`src/rtl/drp_pkg.sv`:
```
// Shared DRP definitions for drp_clk_div: bus widths, register map,
// CTRL bit positions and the responder FSM encoding.
package drp_pkg;

    localparam int DRP_AW = 11;
    localparam int DRP_DW = 16;

    localparam logic [DRP_AW-1:0] REG_CTRL       = 11'h000;
    localparam logic [DRP_AW-1:0] REG_STATUS     = 11'h001;
    localparam logic [DRP_AW-1:0] REG_DIV_BASE   = 11'h008;
    localparam logic [DRP_AW-1:0] REG_PHASE_BASE = 11'h009;

    localparam int CTRL_ENABLE   = 0;
    localparam int CTRL_SOFT_RST = 1;

    typedef enum logic [1:0] {
        ST_IDLE = 2'd0,
        ST_BUSY = 2'd1,
        ST_RESP = 2'd2
    } drp_state_e;

    // DIV/PHASE registers are interleaved, two addresses per channel
    function automatic logic [DRP_AW-1:0] div_addr(input int i);
        return REG_DIV_BASE + DRP_AW'(2 * i);
    endfunction

    function automatic logic [DRP_AW-1:0] phase_addr(input int i);
        return REG_PHASE_BASE + DRP_AW'(2 * i);
    endfunction

endpackage

```
`src/rtl/clk_div_chan.sv`:
```
// One clock-enable divider channel. Phase offset support is compiled in
// with DRP_CLK_DIV_PHASE_EN; otherwise restarts always load zero.
module clk_div_chan
    import drp_pkg::*;
(
    input  logic              clk,
    input  logic              rst,
    input  logic [DRP_DW-1:0] div,
    input  logic [DRP_DW-1:0] phase,
    input  logic              restart,
    input  logic              run,
    output logic              pulse
);

    logic [DRP_DW-1:0] cnt;
    logic [DRP_DW-1:0] start;
    logic              hit;
    logic              pulse_q;

`ifdef DRP_CLK_DIV_PHASE_EN
    assign start = (div <= 16'd1) ? '0 : (phase % div);
`else
    logic unused_phase;
    assign unused_phase = ^phase;
    assign start        = '0;
`endif

    // >= guards against a count left above a freshly shrunk divisor
    assign hit = (div <= 16'd1) || (cnt >= div - 16'd1);

    always_ff @(posedge clk or posedge rst) begin
        if (rst) begin
            cnt     <= '0;
            pulse_q <= 1'b0;
        end else begin
            pulse_q <= run & hit;
            if (restart)
                cnt <= start;
            else if (run)
                cnt <= hit ? '0 : cnt + 16'd1;
        end
    end

    // Gate with the live run so a disable or lock drop silences the pulse at once
    assign pulse = pulse_q & run;

endmodule

```
`src/rtl/drp_clk_div.sv`:
```
// DRP responder with a small register file driving NUM_DIV clock-enable
// dividers and a lock indicator. Optional feature macro: DRP_CLK_DIV_PHASE_EN.
module drp_clk_div
    import drp_pkg::*;
#(
    parameter int NUM_DIV     = 2,
    parameter int LATENCY     = 2,
    parameter int LOCK_CYCLES = 16
) (
    input  logic               i_clk,
    input  logic               i_reset,
    input  logic [DRP_AW-1:0]  daddr,
    input  logic               den,
    input  logic               dwe,
    input  logic [DRP_DW-1:0]  din,
    output logic [DRP_DW-1:0]  dout,
    output logic               drdy,
    output logic [NUM_DIV-1:0] o_clk_en,
    output logic               o_locked
);

    localparam int LW        = (LATENCY > 1) ? $clog2(LATENCY) : 1;
    localparam int BUSY_LAST = (LATENCY > 1) ? LATENCY - 2 : 0;
    localparam int KW        = (LOCK_CYCLES > 0) ? $clog2(LOCK_CYCLES + 1) : 1;

    drp_state_e                     state, state_nxt;
    logic [LW-1:0]                  lat_cnt;
    logic                           enable_q;
    logic [NUM_DIV-1:0][DRP_DW-1:0] div_q;
    logic [NUM_DIV-1:0][DRP_DW-1:0] phase_q;
    logic [NUM_DIV-1:0]             div_sel, phase_sel, restart_q;
    logic [KW-1:0]                  lock_cnt;
    logic [DRP_DW-1:0]              rdata, rdata_q;
    logic                           accept, wr, ctrl_wr, soft_rst, en_rise, lock_clr;

    assign accept   = den && (state == ST_IDLE);
    assign wr       = accept && dwe;
    assign ctrl_wr  = wr && (daddr == REG_CTRL);
    assign soft_rst = ctrl_wr && din[CTRL_SOFT_RST];
    assign en_rise  = ctrl_wr && din[CTRL_ENABLE] && !enable_q;
    assign lock_clr = soft_rst || en_rise || (wr && |(div_sel | phase_sel));

    always_comb begin
        div_sel   = '0;
        phase_sel = '0;
        rdata     = '0;
        if (daddr == REG_CTRL)
            rdata[CTRL_ENABLE] = enable_q;
        if (daddr == REG_STATUS)
            rdata[0] = o_locked;
        for (int i = 0; i < NUM_DIV; i++) begin
            if (daddr == div_addr(i)) begin
                div_sel[i] = 1'b1;
                rdata      = div_q[i];
            end
`ifdef DRP_CLK_DIV_PHASE_EN
            if (daddr == phase_addr(i)) begin
                phase_sel[i] = 1'b1;
                rdata        = phase_q[i];
            end
`endif
        end
    end

    always_ff @(posedge i_clk or posedge i_reset) begin
        if (i_reset) begin
            state   <= ST_IDLE;
            lat_cnt <= '0;
        end else begin
            state   <= state_nxt;
            lat_cnt <= (state == ST_BUSY) ? lat_cnt + 1'b1 : '0;
        end
    end

    always_comb begin
        state_nxt = state;
        case (state)
            ST_IDLE: if (den) state_nxt = (LATENCY == 1) ? ST_RESP : ST_BUSY;
            ST_BUSY: if (lat_cnt == LW'(BUSY_LAST)) state_nxt = ST_RESP;
            ST_RESP: state_nxt = ST_IDLE;
            default: state_nxt = ST_IDLE;
        endcase
    end

    assign drdy = (state == ST_RESP);
    assign dout = drdy ? rdata_q : '0;

    // restart_q lags the write by one cycle so channels reload from the new values
    always_ff @(posedge i_clk or posedge i_reset) begin
        if (i_reset) begin
            enable_q  <= 1'b0;
            rdata_q   <= '0;
            restart_q <= '0;
            for (int i = 0; i < NUM_DIV; i++)
                div_q[i] <= 16'd1;
        end else begin
            restart_q <= {NUM_DIV{soft_rst}} | (wr ? (div_sel | phase_sel) : '0);
            if (accept)
                rdata_q <= dwe ? '0 : rdata;
            if (ctrl_wr)
                enable_q <= din[CTRL_ENABLE];
            for (int i = 0; i < NUM_DIV; i++)
                if (wr && div_sel[i])
                    div_q[i] <= din;
        end
    end

`ifdef DRP_CLK_DIV_PHASE_EN
    always_ff @(posedge i_clk or posedge i_reset) begin
        if (i_reset) begin
            phase_q <= '0;
        end else begin
            for (int i = 0; i < NUM_DIV; i++)
                if (wr && phase_sel[i])
                    phase_q[i] <= din;
        end
    end
`else
    assign phase_q = '0;
`endif

    always_ff @(posedge i_clk or posedge i_reset) begin
        if (i_reset)
            lock_cnt <= '0;
        else if (!enable_q || lock_clr)
            lock_cnt <= '0;
        else if (lock_cnt != KW'(LOCK_CYCLES))
            lock_cnt <= lock_cnt + 1'b1;
    end

    assign o_locked = enable_q && (lock_cnt == KW'(LOCK_CYCLES));

    for (genvar g = 0; g < NUM_DIV; g++) begin : g_chan
        clk_div_chan u_chan (
            .clk     (i_clk),
            .rst     (i_reset),
            .div     (div_q[g]),
            .phase   (phase_q[g]),
            .restart (restart_q[g] | ~enable_q),
            .run     (o_locked),
            .pulse   (o_clk_en[g])
        );
    end

endmodule

```
`config.mk`:
```
export PLATFORM = sky130hd
export DESIGN_NAME = drp_clk_div
export DESIGN_NICKNAME = d
export VERILOG_FILES = /design/src/rtl/drp_pkg.sv /design/src/rtl/clk_div_chan.sv /design/src/rtl/drp_clk_div.sv
export SDC_FILE = /design/constraint.sdc
export NUM_CORES = 1
export LEC_CHECK = 0
export CELL_PAD_IN_SITES_DETAIL_PLACEMENT = 0
export CELL_PAD_IN_SITES_GLOBAL_PLACEMENT = 1
export CORE_MARGIN = 4
export CORE_UTILIZATION = 41
export DETAILED_ROUTE_END_ITERATION = 16
export PLACE_DENSITY_LB_ADDON = 0.1
export SYNTH_ARGS = -nofsm -noshare
export SYNTH_HDL_FRONTEND = slang
export SYNTH_SLANG_ARGS = --single-unit
export TNS_END_PERCENT = 5
```
`constraint.sdc`:
```
create_clock -name i_clk -period 3.7 [get_ports i_clk]
set_input_delay 0.74 -clock i_clk [delete_from_list [all_inputs] [get_ports i_clk]]
set_output_delay 0.74 -clock i_clk [all_outputs]
set_load 0.05 [all_outputs]
```
==> Yosys cells after proc, flatten, opt, wreduce, memory -nomap -nowiden <==
Cells that the tools add are included.
{ "word_totals": {"regBits": 93, "elab_cells": 83, "output_inout_bits": 20, "input_bits": 31} }
{ "classes": {"addsub": 6, "order_cmp": 4, "reduce_logical": 23, "n_bitwise": 8, "muxes": 21, "eq_ne": 9} }
{ "op_table": {"columns": ["cell", "count"], "rows": [
  ["two-way mux 16 bit", 10],
  ["adder 16 x 1 -> 16 bit (second input constant)", 2],
  [">= comparator 16 bit", 2],
  ["<= comparator 16 x 1 -> 1 bit (second input constant)", 2],
  ["subtractor 16 x 1 -> 16 bit (second input constant)", 2],
  ["equality test 11 x 4 -> 1 bit (second input constant)", 2],
  ["equality test 11 x 1 -> 1 bit (second input constant)", 1],
  ["logical NOT 11 bit", 1],
  ["logical AND 1 bit", 10],
  ["two-way mux 5 bit", 2],
  ["two-way mux 2 bit", 3],
  ["nonzero test 2 bit", 3],
  ["adder 5 x 1 -> 5 bit (second input constant)", 1],
  ["equality test 5 bit (second input constant)", 1],
  ["logical OR 1 bit", 5],
  ["two-way mux 1 bit", 5],
  ["inequality test 5 bit (second input constant)", 1],
  ["AND 1 bit", 4],
  ["inequality test 2 bit (second input constant)", 2],
  ["case mux 2 bit (2 select lines)", 1],
  ["equality test 2 x 1 -> 1 bit (second input constant)", 1],
  ["equality test 2 bit (second input constant)", 1],
  ["logical NOT 2 bit", 1],
  ["OR 1 bit", 2],
  ["other kinds (6)", 6]
]} }

==> Logic depth before layout (Yosys ltp) <==
Gate-level depths: netlist of the first run.
{ "depth": {"depth_word": 10, "mapped_depth": 15, "depth_no_buf": 14} }

==> By module <==
From an unflattened synthesis of the first run, not the netlist that was laid out.
{ "unflattened": {"cells_unflattened": 604, "area_unflattened_um2": 5944.5} }
{ "by_module_without_submodules": {"columns": ["module", "cells_each", "instances", "seq_area_each_um2", "area_per_inst_um2"], "rows": [
  ["drp_clk_div", 219, 1, 1478.9, 2697.6],
  ["clk_div_chan at g_chan[0].u_chan", 202, 1, 425.4, 1682.9],
  ["clk_div_chan at g_chan[1].u_chan", 183, 1, 425.4, 1564.0]
]} }

==> Worst setup path after synthesis of the first run <==
Ideal clock, no wire load.
{ "synth_timing": {"path_kind": "register to register", "from": "register div_q[1] in the netlist's numbering", "to": "register g_chan[0].u_chan.cnt[5]", "path_stages_with_launch": 16, "path_slack_ns": 0.232, "t_arrival_ns": 3.382, "path_buffers": 1, "synth_period_minus_slack_ns": 3.468, "setup_time_ns": 0.086, "t_required_ns": 3.614, "path_cell_list": "dfrtp_1 inv_1 ha_1 nand2_1 or2_2 nor4_1 nor3b_1 xnor2_1 ha_1 a21o_1 a21oi_1 o21ai_0 nor4_2 a21oi_1 buf_2 nor3_1"} }
{ "synth_between": {"elab_chain_cells": 6, "word_cells_on_any_way": 7, "cone_classes": "add/sub (1); order compare (2); mux (3); reduce/logical (1)"} }
{ "synth_rtl": {"columns": ["item", "line_no", "source"], "rows": [
  ["start: declaration", "drp_clk_div.sv:29", "logic [NUM_DIV-1:0][DRP_DW-1:0] div_q;"],
  ["start signal: indexed assignment", "drp_clk_div.sv:104", "div_q[i] <= din;"],
  ["subtractor 16 x 1 -> 16 bit", "clk_div_chan.sv:29", "assign hit = (div <= 16'd1) || (cnt >= div - 16'd1);"],
  [">= comparator 16 bit", "clk_div_chan.sv:29", null],
  ["logical OR 1 bit *", "clk_div_chan.sv:29", null],
  ["two-way mux 16 bit *", "clk_div_chan.sv:40", "cnt <= hit ? '0 : cnt + 16'd1;"],
  ["two-way mux 16 bit *", "clk_div_chan.sv:39", "else if (run)"],
  ["two-way mux 16 bit *", "clk_div_chan.sv:37", "if (restart)"],
  ["end signal: assignment", "clk_div_chan.sv:38", "cnt <= start;"],
  ["end signal: assignment", "clk_div_chan.sv:40", null],
  ["end: declaration", "clk_div_chan.sv:15", "logic [DRP_DW-1:0] cnt;"]
]} }
Mark *: on every way between the ends. The rest lies on a longest branch, timed or not. The select of a mux whose other input is x is not followed.
A chain may end at the register's enable or synchronous reset.

==> Worst setup path after layout of the first run <==
{ "layout_timing": {"from": "register div_q[1] in the netlist's numbering", "to": "register g_chan[0].u_chan.cnt[13]"} }
Same word-level chain as after synthesis.

==> results of run 1 <==
[worst max-delay path: stages, from the launching register on]
cell,delay [ns]
dfrtp_1,0.43
inv_1,0.10
ha_1,0.20
nand2_1,0.09
or2_2,0.32
nor4_2,0.28
nor3b_2,0.24
xnor2_1,0.09
ha_1,0.32
nand4_1,0.12
or2_2,0.32
o21ai_0,0.21
nor4_2,0.08
a21oi_1,0.15
buf_4,0.21
nor3_1,0.07
[cells in the mapped netlist (15+ instances only)]
cell type  instances  share of area
o21ai_0           28          0.025
and2_1            19          0.021
nor3_1            33          0.029
dfrtp_1           91           0.40
ha_1              40          0.088
inv_1             16          0.011
xnor2_1           25          0.038
nand2_1           56          0.037
mux2_2            21          0.042
a22oi_1           15          0.020
xor2_1            27          0.042
nor2_1            24          0.016
nand3_1           30          0.026
[layout make-up]
class | instances | area (um^2) | share of cell area
multi-input combinational | 440 | 3200 | 0.474
sequential | 93 | 2330 | 0.346
timing repair buffer | 66 | 621 | 0.0921
clock buffer | 9 | 225 | 0.0334
tap | 176 | 220 | 0.0327
clock inverter | 7 | 85.1 | 0.0126
inverter | 16 | 61.3 | 0.00910
[worst paths after layout]
kind / depth (start not counted) / endpoint
setup reg to reg: 15 / g_chan[0].u_chan.cnt[13]$_DFFE_PP0P_
hold reg to reg: 1 / lat_cnt$_DFF_PP0_
max in group asynchronous: 3 / div_q[26]$_DFFE_PP0P_
min in group asynchronous: 2 / lock_cnt[1]$_DFFE_PP0P_
setup / recovery: 15 / g_chan[0].u_chan.cnt[13]$_DFFE_PP0P_
hold / removal: 1 / lat_cnt$_DFF_PP0_
[routing by layer]
metal  GRT usage  wire length [um]  vias up
met4      0.0637               260        0
li1            -                 -     2172
met5           0                 0        -
met1       0.250              6570     2140
met3      0.0254               453       14
met2       0.297              6710       78
[registers in the layout (all words and copies together) (netlist names)]
| name | cells |
|---|---|
| div_q | 32 |
| g_chan.u_chan.pulse_q | 2 |
| state | 2 |
| restart_q | 2 |
| enable_q | 1 |
| lat_cnt | 1 |
| lock_cnt | 5 |
| g_chan.u_chan.cnt | 32 |
| rdata_q | 16 |
[kinds of logic after synthesis]
kind of cell | after synthesis | share of synthesized area
DFF | 93 | 0.409
buffers and inverters | 35 | 0.0312
AOI/OAI and AO/OA | 81 | 0.0963
and+or+nand+nor | 234 | 0.223
adders and majority gates | 40 | 0.0880
muxes | 33 | 0.0715
xor gates and xnor gates | 52 | 0.0801
[power by group through the flow]
stage | clock (mW) | sequential, mW | combinational [mW]
after floorplan | 0 | 1.07 | 0.122
after global placement | 0 | 1.07 | 0.205
after detailed placement | 0 | 1.07 | 0.206
after CTS | 1.01 | 1.05 | 0.208
after global routing | 1.04 | 1.06 | 0.225
final | 0.981 | 1.05 | 0.203
==> impl_metrics.ini, run 1 <==
[run_status]
outcome = completed

[logic_synthesis]
ys.warnings.count = 0
yosysSeqAreaShare = 0.410
postSynthRegisterBits = 93
syn_inst = 568
synthesis.nets = 639
synth_edf_count = 0
synth_cell_type_count = 61
avgSynthCellArea_um2 = 10.0
netlist_area_mm2 = 0.00569
ys_async_sr_fraction = 1.00
synth_ff_type = dfrtp_1

[sta]
final_max_slew_viol_count = 0
tns_ns = 0
hold_slack_ns = 0.466
maxSlewHeadroom = 0.482
rsz0062_at_grt = no
min_period_ns = 3.39
fin_ws_ns = 0.312
max_freq_mhz = 295
post-route-period-util = 0.916
skew_ns = 0.0114
hold_viol = 0
tightest_slew_ns = 0.776
finalSetupViolCount = 0

[floorplanning]
die_w_um = 126
die_area_mm2 = 0.0158
start_util = 0.425
fp.coreArea_mm2 = 0.0134
pin_count = 51
die_h_um = 126
rows = 42

[clock_network]
numClockSinks = 93
cts_buffer_depth = 2
cts_tree = yes
htree_levels = 3
cts_resized = 0
hold_buffers = 0
post_cts_buffers = 0
root_buffer = clkbuf_16
numCtsBuffers = 9
clk_pin_slew_ns = 0.07
clock_latency_ns = 0.35

[grt]
antenna_found_initial = 0
grt_pass1_vias = 4434
grt.overflow.total = 0
grt_pass1_wl_mm = 23.2
grt_max_degree = 44
grt.total_usage = 0.182

[placement]
post-place-ws_ns = 0.195
post-place-cells = 791
postPlaceCellArea_mm2 = 0.00641
gp_congestion = 0.837
hpwl_mm = 10.7
port_buffers = 50

[power_and_ir_drop]
power_mw = 2.24
power_switching_uw = 586
p_seq_frac = 0.471
clkPwrFrac = 0.439
p_comb_frac = 0.091
swShare = 0.262
p_leak_nw = 2.98
p_per_area_mw_per_mm2 = 332
p_int_mw = 1.65
ir_worst_vdd_uv = 191

[drt]
wl_mm = 14.0
drtAntennaViolNets = 0
drtIter0Drc = 274
drc = 0
routed_via_density = 5.46
route.detailed.wl_per_inst_um = 17.3
vias = 4404
firstDrtPassIters = 4

[cells_and_area]
antenna_cells = 0
final_common_cell = dfrtp_1
fin_nets = 697
fin_cells = 807
fillers = 1263
drive_gt1_frac = 0.133
final_util = 0.503
stdcell_area_mm2 = 0.00674
layout_common_cells = dfrtp_1, nand2_1, clkdlybuf4s50_1, ha_1, nor3_1
area.growth.synth_to_final_pct = 18.5

[hold_path]
hold_path_class = reg2reg
hold_path.startpoint = lat_cnt$_DFF_PP0_

[job]
cap_violations = 0

[critical_path]
r2r_start = div_q[1]$_DFFE_PP0P_
crit_arrival_ns = 3.59
cp-start-kind = flip-flop
cp-startpoint = div_q[1]$_DFFE_PP0P_
reg2reg_slack_ns = 0.31
worstSetupEndpointType = flip-flop
cp.required_ns = 3.90
path_class = reg2reg
worstPathMaxFanout = 11
No activity file was read; power rests on OpenSTA's default activity.
==> run 2, diff against run 1 <==
Settings changed: CORE_MARGIN 4 to default.
==> run 2 against run 1 <==
Final cell count did not move. Wire length fell by 0.41%. Sequential power barely moved. Global-route usage rose by 2.6 points. Largest cell class unchanged. Worst hold slack improved by 0.0044 ns. Critical endpoint is now g_chan[1].u_chan.cnt[14]$_DFFE_PP0P_. Non-clock buffer count did not move.
==> impl_metrics.ini, run 2 (synthesis gave the netlist of run 1 again) <==
[sta]
max_freq_mhz = 294
final_max_slew_viol_count = 0
maxSlewHeadroom = 0.524
fin_ws_ns = 0.301
skew_ns = 0.0111
min_period_ns = 3.40
rsz0062_at_grt = no
finalSetupViolCount = 0
hold_viol = 0
tns_ns = 0
tightest_slew_ns = 0.714
post-route-period-util = 0.919

[clock_network]
numClockSinks = 93
cts_tree = yes
numCtsBuffers = 9
post_cts_buffers = 0
clk_pin_slew_ns = 0.07
hold_buffers = 0
htree_levels = 3
cts_buffer_depth = 2
root_buffer = clkbuf_16
clock_latency_ns = 0.35

[drt]
firstDrtPassIters = 4
routed_via_density = 5.44
highest_layer = met4
drc = 0
wl_met2_mm = 6.53
drtAntennaViolNets = 0
route.met3.wl_um = 537
wirelength_met1_mm = 6.70
drtIter0Drc = 223
wl_mm = 13.9
vias = 4391
route.detailed.wl_per_inst_um = 17.3

[floorplanning]
rows = 42
start_util = 0.425
die_w_um = 120
die_area_mm2 = 0.0144
pin_count = 51
fp.coreArea_mm2 = 0.0134
die_h_um = 120

[grt]
grt.total_usage = 0.209
grt_max_degree = 38
grt_pass1_vias = 4293
grt.overflow.total = 0
antenna_found_initial = 0
grt_pass1_wl_mm = 23.2

[placement]
gp_congestion = 0.793
post-place-cells = 791
hpwl_mm = 10.3
postPlaceCellArea_mm2 = 0.00641
post-place-ws_ns = 0.161
port_buffers = 50

[critical_path]
cp.required_ns = 3.96
worstSetupEndpointType = flip-flop
cp-start-kind = flip-flop
path_class = reg2reg
crit_top_cell = buf_4
crit_path_cell_trace = or4_1 -> nor3_2 -> nor3b_1 -> xnor2_1 -> ha_1 -> and4_1 -> a221o_1 -> a31oi_1 -> buf_4 -> a21oi_2 -> buf_4 -> nor3_1
critPathMaxStageDelay_ns = 0.60
critPathTopFamily = simple AND/OR/NAND/NOR gates
worstPathMaxFanout = 9
cpMaxStageDelayCell = or4_1
crit_buf_inv = 2
crit_arrival_ns = 3.66

[cells_and_area]
fin_nets = 697
drive_gt1_frac = 0.132
fin_cells = 807
antenna_cells = 0
final_common_cell = dfrtp_1
stdcell_area_mm2 = 0.00674
reg_top3 = div_q x32, g_chan.u_chan.cnt x32, rdata_q x16
area.growth.synth_to_final_pct = 18.5
layout_common_cells = dfrtp_1, nand2_1, clkdlybuf4s50_1, ha_1, nor3_1

[power_and_ir_drop]
p_per_area_mw_per_mm2 = 331
p_leak_nw = 2.97
ir_worst_vdd_uv = 256

[run_status]
outcome = completed

[hold_path]
hold_path_class = reg2reg

[job]
cap_violations = 0
==> run 2: cell types whose count changed in the layout (fill, tap and decap cells not counted) <==
cell,delta
inv_6,-2
clkinv_8,+1
clkinvlp_4,+1
inv_8,-1
clkbuf_1,+1
==> run 2: timing repair <==
| action | in CTS | in global routing |
|---|---|---|
| hold endpoints to repair | 0 | 0 |
| gates resized for setup | 0 | 3 |
| endpoints found under the setup margin | 0 | 24 |
==> run 2: area by class of cell <==
class | instances | area [um^2]
Clock buffer | 10 | 229
Clock inverter | 6 | 80.1
Fill cell | 1272 | 6660
Inverter | 16 | 61.3
Multi-Input combinational cell | 440 | 3200
Sequential cell | 93 | 2330
Tap cell | 176 | 220
Timing Repair Buffer | 66 | 621
==> run 2: final timing paths <==
check / slack, ns / start / end / cells past startpoint
setup / recovery: 0.30 / div_q[25]$_DFFE_PP0P_ / g_chan[1].u_chan.cnt[14]$_DFFE_PP0P_ / 12
hold / removal: 0.47 / lat_cnt$_DFF_PP0_ / state[1]$_DFFE_PP0P_ / 1
setup reg to reg: 0.30 / div_q[25]$_DFFE_PP0P_ / g_chan[1].u_chan.cnt[14]$_DFFE_PP0P_ / 12
hold reg to reg: 0.47 / lat_cnt$_DFF_PP0_ / state[1]$_DFFE_PP0P_ / 1
max in group asynchronous: 2.16 / i_reset / div_q[16]$_DFFE_PP1P_ / 3
min in group asynchronous: 0.78 / i_reset / g_chan[1].u_chan.cnt[5]$_DFFE_PP0P_ / 2
==> run 2: where the power goes <==
group,internal [mW],switching [mW],total (mW)
Sequential,1.03,0.0204,1.05
Combinational,0.0792,0.125,0.204
Clock,0.536,0.437,0.973
==> run 2: stage by stage <==
step	hold slack (ns)	utilization	total power, mW
2_1_floorplan	0.431	-	1.19
3_3_place_gp	0.452	0.479	1.28
3_5_place_dp	0.464	0.479	1.28
4_1_cts	0.475	0.502	2.26
5_1_grt	0.501	0.503	2.32
6_report	0.470	0.503	2.23
==> run 2: worst reg2reg max path, stage by stage, from the launching register on <==
cell     delay, ns
dfrtp_1       0.48
or4_1         0.61
nor3_2        0.21
nor3b_1       0.27
xnor2_1       0.16
ha_1          0.26
and4_1        0.23
a221o_1       0.30
a31oi_1       0.18
buf_4         0.17
a21oi_2       0.06
buf_4         0.19
nor3_1        0.18
==> run 2: per-layer routing <==
layer  vias to the layer above  GRT usage
met2                        75      0.333
met5                         -          0
met4                         0     0.0430
li1                       2161          -
met3                        10     0.0490
met1                      2145      0.288
